--- src/rtl/sopc_mem_pkt_pkg.sv ---
// sopc_mem_pkt_pkg
// Shared definitions for the packet-to-memory writer: default ring geometry,
// FSM state encoding, header word layout and the byte-length helper.
package sopc_mem_pkt_pkg;

    localparam int DEPTH_DEFAULT  = 10750;
    localparam int ADDR_W_DEFAULT = 14;

    typedef enum logic [1:0] {
        ST_IDLE = 2'd0,
        ST_RSV  = 2'd1,
        ST_DATA = 2'd2,
        ST_HDR  = 2'd3
    } state_t;

    // Header word: {seq, byte_len}
    localparam int HDR_LEN_LSB = 0;
    localparam int HDR_LEN_W   = 16;
    localparam int HDR_SEQ_LSB = 16;
    localparam int HDR_SEQ_W   = 16;

    function automatic logic [31:0] make_hdr(input logic [15:0] seq, input logic [15:0] len);
        logic [31:0] w;
        w = '0;
        w[HDR_SEQ_LSB +: HDR_SEQ_W] = seq;
        w[HDR_LEN_LSB +: HDR_LEN_W] = len;
        return w;
    endfunction

    // prev_beats is the count before the EOP beat; the EOP beat itself is added here.
    function automatic logic [15:0] calc_byte_len(input logic [15:0] prev_beats,
                                                  input logic [1:0]  empty);
        logic [18:0] total;
        total = (19'(prev_beats) + 19'd1) * 19'd4 - 19'(empty);
        return (total > 19'h0FFFF) ? 16'hFFFF : total[15:0];
    endfunction

endpackage

--- src/rtl/sopc_ring_ptr_inc.sv ---
// sopc_ring_ptr_inc
// Modulo-DEPTH increment of a ring word pointer (DEPTH-1 wraps to 0).
//   ptr_i : current pointer
//   ptr_o : next pointer
module sopc_ring_ptr_inc #(
    parameter int DEPTH  = 10750,
    parameter int ADDR_W = 14
) (
    input  logic [ADDR_W-1:0] ptr_i,
    output logic [ADDR_W-1:0] ptr_o
);

    always_comb begin
        if (ptr_i == ADDR_W'(DEPTH - 1)) ptr_o = '0;
        else                             ptr_o = ptr_i + ADDR_W'(1);
    end

endmodule

--- src/rtl/sopc_mem_pkt_writer.sv ---
// sopc_mem_pkt_writer
// Writes Avalon-ST packets into an on-chip memory ring. Each packet takes a
// header word ({seq, byte_len}) followed by its data words; the header is
// written last so the consumer only sees complete packets via commit_ptr.
//   clk, reset                : clock, synchronous active-high reset
//   in_*                      : Avalon-ST sink (data, valid, sop, eop, empty, ready)
//   rd_ptr                    : consumer word pointer, used for the full check
//   commit_ptr, pkt_done      : one past last committed packet, commit pulse
//   drop_count                : beats discarded outside a packet (saturating)
//   address..clken            : registered memory write master
//
// state   | meaning
// IDLE    | waiting for SOP; non-SOP beats are dropped
// RSV     | reserve header slot, stall source one cycle
// DATA    | write beats while ring has space
// HDR     | write header, commit packet
module sopc_mem_pkt_writer
    import sopc_mem_pkt_pkg::*;
#(
    parameter int DEPTH  = DEPTH_DEFAULT,
    parameter int ADDR_W = ADDR_W_DEFAULT
) (
    input  logic              clk,
    input  logic              reset,
    input  logic [31:0]       in_data,
    input  logic              in_valid,
    input  logic              in_sop,
    input  logic              in_eop,
    input  logic [1:0]        in_empty,
    output logic              in_ready,
    input  logic [ADDR_W-1:0] rd_ptr,
    output logic [ADDR_W-1:0] commit_ptr,
    output logic              pkt_done,
    output logic [15:0]       drop_count,
    output logic [ADDR_W-1:0] address,
    output logic [3:0]        byteenable,
    output logic              chipselect,
    output logic              write,
    output logic [31:0]       writedata,
    output logic              clken
);

    state_t            state_q, state_d;
    logic [ADDR_W-1:0] wr_ptr_q, wr_ptr_d;
    logic [ADDR_W-1:0] hdr_addr_q, hdr_addr_d;
    logic [15:0]       beat_cnt_q, beat_cnt_d;
    logic [15:0]       byte_len_q, byte_len_d;
    logic [15:0]       seq_q, seq_d;
    logic [ADDR_W-1:0] commit_q, commit_d;
    logic [15:0]       drop_q, drop_d;
    logic [ADDR_W-1:0] addr_q, addr_d;
    logic [3:0]        be_q, be_d;
    logic              cs_q, cs_d;
    logic              wr_q, wr_d;
    logic [31:0]       wdata_q, wdata_d;
    logic              done_q, done_d;

    logic [ADDR_W-1:0] wr_ptr_inc;
    logic              space_ok;
    logic              rdy;
    logic              accept;

    sopc_ring_ptr_inc #(.DEPTH(DEPTH), .ADDR_W(ADDR_W)) u_wr_inc (
        .ptr_i (wr_ptr_q),
        .ptr_o (wr_ptr_inc)
    );

    // Never let the writer step onto the consumer's next unread word.
    assign space_ok = (wr_ptr_inc != rd_ptr);

    always_comb begin
        rdy = 1'b0;
        case (state_q)
            ST_IDLE: rdy = 1'b1;
            ST_DATA: rdy = space_ok;
            default: rdy = 1'b0;
        endcase
    end

    assign accept = in_valid & rdy;

    always_comb begin
        state_d    = state_q;
        wr_ptr_d   = wr_ptr_q;
        hdr_addr_d = hdr_addr_q;
        beat_cnt_d = beat_cnt_q;
        byte_len_d = byte_len_q;
        seq_d      = seq_q;
        commit_d   = commit_q;
        drop_d     = drop_q;
        addr_d     = addr_q;
        be_d       = be_q;
        wdata_d    = wdata_q;
        cs_d       = 1'b0;
        wr_d       = 1'b0;
        done_d     = 1'b0;

        case (state_q)
            ST_IDLE: begin
                if (accept) begin
                    if (in_sop) begin
                        // SOP is only observed here; the source keeps it
                        // presented and it is written as the first DATA beat.
                        hdr_addr_d = wr_ptr_q;
                        beat_cnt_d = '0;
                        state_d    = ST_RSV;
                    end else if (drop_q != 16'hFFFF) begin
                        drop_d = drop_q + 16'd1;
                    end
                end
            end
            ST_RSV: begin
                wr_ptr_d = wr_ptr_inc;
                state_d  = ST_DATA;
            end
            ST_DATA: begin
                if (accept) begin
                    addr_d   = wr_ptr_q;
                    wdata_d  = in_data;
                    be_d     = 4'hF;
                    cs_d     = 1'b1;
                    wr_d     = 1'b1;
                    wr_ptr_d = wr_ptr_inc;
                    if (beat_cnt_q != 16'hFFFF) beat_cnt_d = beat_cnt_q + 16'd1;
                    if (in_eop) begin
                        byte_len_d = calc_byte_len(beat_cnt_q, in_empty);
                        state_d    = ST_HDR;
                    end
                end
            end
            ST_HDR: begin
                addr_d   = hdr_addr_q;
                wdata_d  = make_hdr(seq_q, byte_len_q);
                be_d     = 4'hF;
                cs_d     = 1'b1;
                wr_d     = 1'b1;
                commit_d = wr_ptr_q;
                done_d   = 1'b1;
                seq_d    = seq_q + 16'd1;
                state_d  = ST_IDLE;
            end
            default: state_d = ST_IDLE;
        endcase
    end

    always_ff @(posedge clk) begin
        if (reset) begin
            state_q    <= ST_IDLE;
            wr_ptr_q   <= '0;
            hdr_addr_q <= '0;
            beat_cnt_q <= '0;
            byte_len_q <= '0;
            seq_q      <= '0;
            commit_q   <= '0;
            drop_q     <= '0;
            addr_q     <= '0;
            be_q       <= '0;
            cs_q       <= 1'b0;
            wr_q       <= 1'b0;
            wdata_q    <= '0;
            done_q     <= 1'b0;
        end else begin
            state_q    <= state_d;
            wr_ptr_q   <= wr_ptr_d;
            hdr_addr_q <= hdr_addr_d;
            beat_cnt_q <= beat_cnt_d;
            byte_len_q <= byte_len_d;
            seq_q      <= seq_d;
            commit_q   <= commit_d;
            drop_q     <= drop_d;
            addr_q     <= addr_d;
            be_q       <= be_d;
            cs_q       <= cs_d;
            wr_q       <= wr_d;
            wdata_q    <= wdata_d;
            done_q     <= done_d;
        end
    end

    assign in_ready   = rdy & ~reset;
    assign commit_ptr = commit_q;
    assign pkt_done   = done_q;
    assign drop_count = drop_q;
    assign address    = addr_q;
    assign byteenable = be_q;
    assign chipselect = cs_q;
    assign write      = wr_q;
    assign writedata  = wdata_q;
    assign clken      = 1'b1;

endmodule

--- config.mk ---
export PLATFORM = sky130hd
export DESIGN_NAME = sopc_mem_pkt_writer
export DESIGN_NICKNAME = d
export VERILOG_FILES = /design/src/rtl/sopc_mem_pkt_pkg.sv /design/src/rtl/sopc_ring_ptr_inc.sv /design/src/rtl/sopc_mem_pkt_writer.sv
export SDC_FILE = /design/constraint.sdc
export NUM_CORES = 1
export LEC_CHECK = 0
export ABC_AREA = 1
export BUFFER_PORTS_ARGS = -buffer_cell sky130_fd_sc_hd__buf_2
export CAP_MARGIN = 25
export CORE_ASPECT_RATIO = 1.5
export CORE_MARGIN = 2
export CORE_UTILIZATION = 55
export CTS_CLUSTER_DIAMETER = 150
export DETAILED_ROUTE_END_ITERATION = 7
export PLACE_DENSITY = 0.78
export SYNTH_ARGS = -nofsm -noshare
export SYNTH_HDL_FRONTEND = slang
export SYNTH_SLANG_ARGS = --single-unit
export TNS_END_PERCENT = 100
--- constraint.sdc ---
create_clock -name clk -period 3.3 [get_ports clk]
set_input_delay 0.99 -clock clk [delete_from_list [all_inputs] [get_ports clk]]
set_output_delay 0.99 -clock clk [all_outputs]
set_load 0.005 [all_outputs]
# Word level (Yosys, flattened, before mapping)
# Index checks and enable logic that the tools add are counted.
[word_totals]
word_cells = 71
in_bits = 53
reg_bits = 160
[classes]
reduce_logical = 11
n_mux = 24
n_eq_ne = 12
bitwise_logic = 4
n_addsub = 6
n_lt_le_gt_ge = 1
[op_table]
columns = ["operator", "n"]
rows = [
  ["two-way mux 16 bit", 5],
  ["one-hot mux 32 bit (2 select lines)", 1],
  ["one-hot mux 14 bit (2 select lines)", 2],
  ["adder 16 x 1 -> 16 bit (second input constant)", 3],
  ["two-way mux 14 bit", 3],
  ["two-way mux 32 bit", 1],
  ["inequality test 16 bit (second input constant)", 2],
  ["one-hot mux 16 bit (2 select lines)", 1],
  ["> comparator 19 x 16 -> 1 bit (second input constant)", 1],
  ["subtractor 19 x 2 -> 19 bit", 1],
  ["adder 16 x 1 -> 17 bit (second input constant)", 1],
  ["adder 14 x 1 -> 14 bit (second input constant)", 1],
  ["== test 14 bit (second input constant)", 1],
  ["inequality test 14 bit", 1],
  ["inequality test 2 bit (second input constant)", 5],
  ["two-way mux 2 bit", 4],
  ["one-hot mux 2 bit (4 select lines)", 1],
  ["one-hot mux 4 bit (2 select lines)", 1],
  ["AND reduction 4 bit", 2],
  ["AND reduction 3 bit", 2],
  ["nonzero test 2 bit", 3],
  ["AND reduction 5 bit", 1],
  ["== test 2 bit (second input constant)", 2],
  ["two-way mux 4 bit", 1],
  ["other kinds (7)", 12],
]

# Longest topological paths before layout
[logic_depth]
depth_word = 7
depth_mapped = 21
depth_no_buf = 20

# Cells and area by module
# Synthesis repeated with hierarchy kept, for this count alone.
[hier_totals]
cells_unflattened = 1305
hier_area_um2 = 8552.0
[by_module_without_submodules]
columns = ["mod", "instances", "area_each_um2", "cells_each", "seq_area_each_um2"]
rows = [
  ["sopc_mem_pkt_writer", 1, 8070.2, 1218, 3143.0],
  ["sopc_ring_ptr_inc", 1, 481.7, 87, 0.0],
]

# Least setup slack after synthesis
# No wires, ideal clock.
[synth_timing]
path_type = "input -> register"
startpoint = "input in_empty[0]"
endpoint = "register byte_len_q[7]"
t_arrival_ns = 2.892
required_time_ns = 3.188
stages = 15
path_slack_ns = 0.296
path_buffers = 1
path_cell_list = "inv_1 -> ha_1 -> a21boi_0 -> nand2_1 -> nor2_1 -> nand3_1 -> nor2_4 -> nand3_1 -> o21ai_0 -> nand2_1 -> nor2_4 -> buf_6 -> nand3_1 -> nor2_1 -> nor2_1"
[synth_between]
elab_chain_len = 3
[synth_lines]
columns = ["element", "line", "rtl"]
rows = [
  ["from (decl)", "sopc_mem_pkt_writer.sv:29", "input logic [1:0] in_empty,"],
  ["subtractor 19 x 2 -> 19 bit (*)", "sopc_mem_pkt_pkg.sv:34", "total = (19'(prev_beats) + 19'd1) * 19'd4 - 19'(empty);"],
  ["> comparator 19 x 16 -> 1 bit", "sopc_mem_pkt_pkg.sv:35", "return (total > 19'h0FFFF) ? 16'hFFFF : total[15:0];"],
  ["two-way mux 16 bit (*)", "sopc_mem_pkt_pkg.sv:35", ""],
  ["to (signal assigned)", "sopc_mem_pkt_writer.sv:167", "byte_len_q <= byte_len_d;"],
  ["to (decl)", "sopc_mem_pkt_writer.sv:47", "logic [15:0] byte_len_q, byte_len_d;"],
]
# Every way passes the cells marked *; elsewhere a longest branch is shown, timed or not.
# A chain may end at the register's enable or synchronous reset.

# Worst setup path in the final report
[layout_timing]
startpoint = "register wr_ptr_q[1]"
endpoint = "output in_ready"
[layout_between]
elab_chain_len = 5
[layout_lines]
columns = ["element", "line", "rtl"]
rows = [
  ["from (decl)", "sopc_mem_pkt_writer.sv:44", "logic [ADDR_W-1:0] wr_ptr_q, wr_ptr_d;"],
  ["from (signal assigned)", "sopc_mem_pkt_writer.sv:164", "wr_ptr_q <= wr_ptr_d;"],
  ["adder 14 x 1 -> 14 bit or == test 14 bit (tied branches)", "sopc_ring_ptr_inc.sv:15, sopc_ring_ptr_inc.sv:14", ""],
  ["two-way mux 14 bit (*)", "sopc_ring_ptr_inc.sv:14", "if (ptr_i == ADDR_W'(DEPTH - 1)) ptr_o = '0;"],
  ["inequality test 14 bit (*)", "sopc_mem_pkt_writer.sv:69", "assign space_ok = (wr_ptr_inc != rd_ptr);"],
  ["one-hot mux 1 bit (2 select lines) (*)", "sopc_mem_pkt_writer.sv:73", "case (state_q)"],
  ["bitwise AND 1 bit (*)", "sopc_mem_pkt_writer.sv:180", "assign in_ready = rdy & ~reset;"],
  ["to (decl)", "sopc_mem_pkt_writer.sv:30", "output logic in_ready,"],
]
# Marks and branches as above.

==> flow_summary.json <==
{
  "outcome": "finished clean",
  "cts_buffer_depth": 2,
  "synth_nets": 1506,
  "cts_buffers": 17,
  "synthesis.area_mm2": 0.00907,
  "coreArea_mm2": 0.0162,
  "clkLatencyLatePin_ns": 0.43,
  "holdPathStages": 2,
  "reg2reg_from": "wr_ptr_q[1]$_SDFFE_PP0P_",
  "cts_tree": "yes",
  "dpl_cell_area_mm2": 0.00976,
  "finClkSkew_ns": 0.0162,
  "slew_headroom": 0.345,
  "reg2reg_slack_ns": 0.33,
  "first_pass_iters": 7,
  "syn2layout_area_growth_pct": 15.9,
  "synth.top_cell.area_share": 0.347,
  "clkPwrFrac": 0.228,
  "seqCellArea_mm2": 0.00318,
  "yosys.area.top_type": "dfxtp_1",
  "ys_seq_area_frac": 0.347,
  "io_pins": 138,
  "synth_common_cells": "385 x nand2_1, 264 x nor2_1, 157 x dfxtp_1",
  "hold_end": "seq_q[15]$_SDFFE_PP0P_",
  "grt_pass1_vias": 8288,
  "endpoint_kind": "output pin",
  "min_from": "seq_q[15]$_SDFFE_PP0P_",
  "setup_viol": 0,
  "drv_slew": 0,
  "fillers": 1504,
  "worst_pin_slew_ns": 0.983,
  "ant_nets": 0,
  "dieArea_mm2": 0.0176,
  "power_frac_seq": 0.326,
  "finalCritPeriodShare": 0.981,
  "routed-via-count": 9145,
  "placed_cells": 1721,
  "clk_pin_slew_ns": 0.07,
  "die_w_um": 109,
  "final_core_util": 0.649,
  "yosys-top-cells-area": "dfxtp_1 35%, nand2_1 16%, nor2_1 11%",
  "final_nets": 1604,
  "clock-sinks": 157,
  "hold_buffers": 0,
  "diodes": 0,
  "finalWeightedCongestion": 0.916,
  "synthDistinctLibCells": 39,
  "antenna_found_initial": 0,
  "wire_per_inst_um": 13.2,
  "crit_arrival_ns": 2.25,
  "synthFlopType": "dfxtp_1",
  "grt_overflow": 0,
  "maxCapViolations": 0,
  "ys_async_sr_fraction": 0,
  "max_freq_mhz": 309,
  "intPower_w": 0.00482,
  "p_sw_frac": 0.436,
  "stdcell_count": 1759,
  "viasPerCell": 5.20,
  "cp_max_fo": 6,
  "grt_pass1_wl_mm": 38.0,
  "crit_type": "flip-flop to output pin",
  "drt_iter0_markers": 649,
  "synth.avg_cell_area_um2": 6.29,
  "ys_warn_count": 0,
  "grt_use_total": 0.265,
  "grt_max_degree": 132,
  "synth_cells": 1442,
  "p_per_area_mw_per_mm2": 814,
  "p_leak_nw": 5.25,
  "place_hpwl_mm": 15.6,
  "wirelength_mm": 23.2,
  "start_util": 0.560,
  "rsz0062_at_grt": "yes",
  "cp-start-kind": "flip-flop",
  "die_y_um": 161,
  "reg2reg_to": "state_q[1]$_SDFFE_PP0P_",
  "yosysMostFrequentCell": "nand2_1",
  "htreeDepth": 4,
  "ys_ff_latch": 157,
  "clockRootBuffer": "clkbuf_16",
  "drive_above_1_share": 0.156,
  "period_needed_ns": 3.24,
  "multi_input_area_mm2": 0.00505,
  "netSwitchingPower_w": 0.00373,
  "reg2reg_depth": 21,
  "synth-edff-count": 0,
  "rows": 57,
  "finalHoldViolCount": 0,
  "p_comb_frac": 0.446,
  "portBuffers": 136,
  "required_ns": 2.31,
  "drcViolationCount": 0,
  "final_area_mm2": 0.0105,
  "hold_class": "flip-flop to flip-flop",
  "peakVddDrop_mv": 0.396
}
## critical path, stage by stage (launching register included)
cell,delay [ns]
dfxtp_4,0.38
inv_4,0.07
ha_4,0.13
nand3_4,0.07
nor2_2,0.10
nand2_2,0.12
clkbuf_16,0.19
nand2_2,0.06
nand2_1,0.05
nand2_1,0.07
nand2_1,0.06
nor2_1,0.08
nand2_1,0.10
nor2_4,0.13
a31oi_1,0.08
buf_2,0.14
## metrics by stage
stage	setup TNS, ns	worst slack, ns	hold WS [ns]	power (W)
final	0	0.0616	0.480	0.00855
after global routing	-0.0604	-0.0604	0.497	0.00927
after CTS	-0.00962	-0.00962	0.477	0.00844
after detailed placement	-0.479	-0.0534	0.466	0.00647
after global placement	0	0.0183	0.455	0.00639
after floorplan	0	0.296	0.440	0.00565
## registers in the layout (all words and copies together), names as in the netlist
name and cells:
drop_count 16, write 1, byteenable 1, wr_ptr_q 14, hdr_addr_q 14, seq_q 16, byte_len_q 16, commit_ptr 14
address 14, pkt_done 1, writedata 32, beat_cnt_q 16, state_q 2
## layout make-up
type | count | share of cell area
multi-input cells | 1064 | 0.481
inverters | 144 | 0.0523
repair buffers | 156 | 0.0847
clock inverters | 14 | 0.0144
flip-flops and latches | 157 | 0.302
clock buffers | 18 | 0.0409
well taps | 206 | 0.0245
## per-layer routing
metal / GRT usage / share of wire / vias to the layer above
met5: 0 / 0 / -
met4: 0.0921 / 0.020 / 0
met3: 0.0492 / 0.056 / 39
met2: 0.466 / 0.50 / 281
met1: 0.318 / 0.43 / 4062
li1: - / - / 4763
## power groups by stage
stage          logic, W  clock network, W  registers (W)
6_report        0.00382           0.00195        0.00279
3_5_place_dp    0.00369                 0        0.00277
5_1_grt         0.00438           0.00204        0.00285
2_1_floorplan   0.00296                 0        0.00269
4_1_cts         0.00373           0.00197        0.00274
3_3_place_gp    0.00363                 0        0.00276
## timing repair
item	4_1_cts	5_1_grt
endpoints found under the setup margin	1	13
buffers inserted	0	4
cloned	0	2
resized for setup	5	36
pin swaps	0	6
## layout by cell type (no fill, tap or decap), types with 4 or more instances in the layout
cell type / instances
nand2_1: 381
nor2_1: 259
dfxtp_1: 144
inv_1: 138
buf_2: 136
nand3_1: 94
o21ai_0: 73
a21oi_1: 73
nand3b_1: 49
nand4_1: 31
clkbuf_16: 18
xor2_1: 16
nor3_1: 15
buf_4: 15
nand2_2: 12
xnor2_1: 12
ha_1: 8
dfxtp_4: 7
nor2_2: 6
nor2_4: 6
dfxtp_2: 6
clkinv_4: 4
inv_6: 4
## how the worst max path moves through the flow
stage | startpoint | endpoint | slack, ns | cells after the start
after floorplan | in_empty[0] | byte_len_q[7]$_SDFFE_PP0P_ | 0.30 | 15
after global routing | wr_ptr_q[1]$_SDFFE_PP0P_ | in_ready | -0.06 | 15
after detailed placement | in_empty[0] | byte_len_q[13]$_SDFFE_PP0P_ | -0.05 | 15
final | wr_ptr_q[1]$_SDFFE_PP0P_ | in_ready | 0.06 | 15
after CTS | wr_ptr_q[1]$_SDFFE_PP0P_ | in_ready | -0.01 | 14
after global placement | in_empty[0] | byte_len_q[1]$_SDFFE_PP0P_ | 0.02 | 15
## logic make-up (layout without fill, tap and decap cells)
| kind of cell | count (synthesis) | after routing | synth area share |
|---|---|---|---|
| adder cells (fa/ha/maj) | 11 | 11 | 0.0152 |
| other | 1 | 1 | 0.000414 |
| buffers and inverters | 221 | 332 | 0.104 |
| AO/OA/AOI/OAI | 158 | 158 | 0.0900 |
| XOR/XNOR | 28 | 28 | 0.0270 |
| AND/OR/NAND/NOR | 866 | 866 | 0.416 |
| flip-flops | 157 | 157 | 0.347 |
Power figures use the tool's default switching activity.
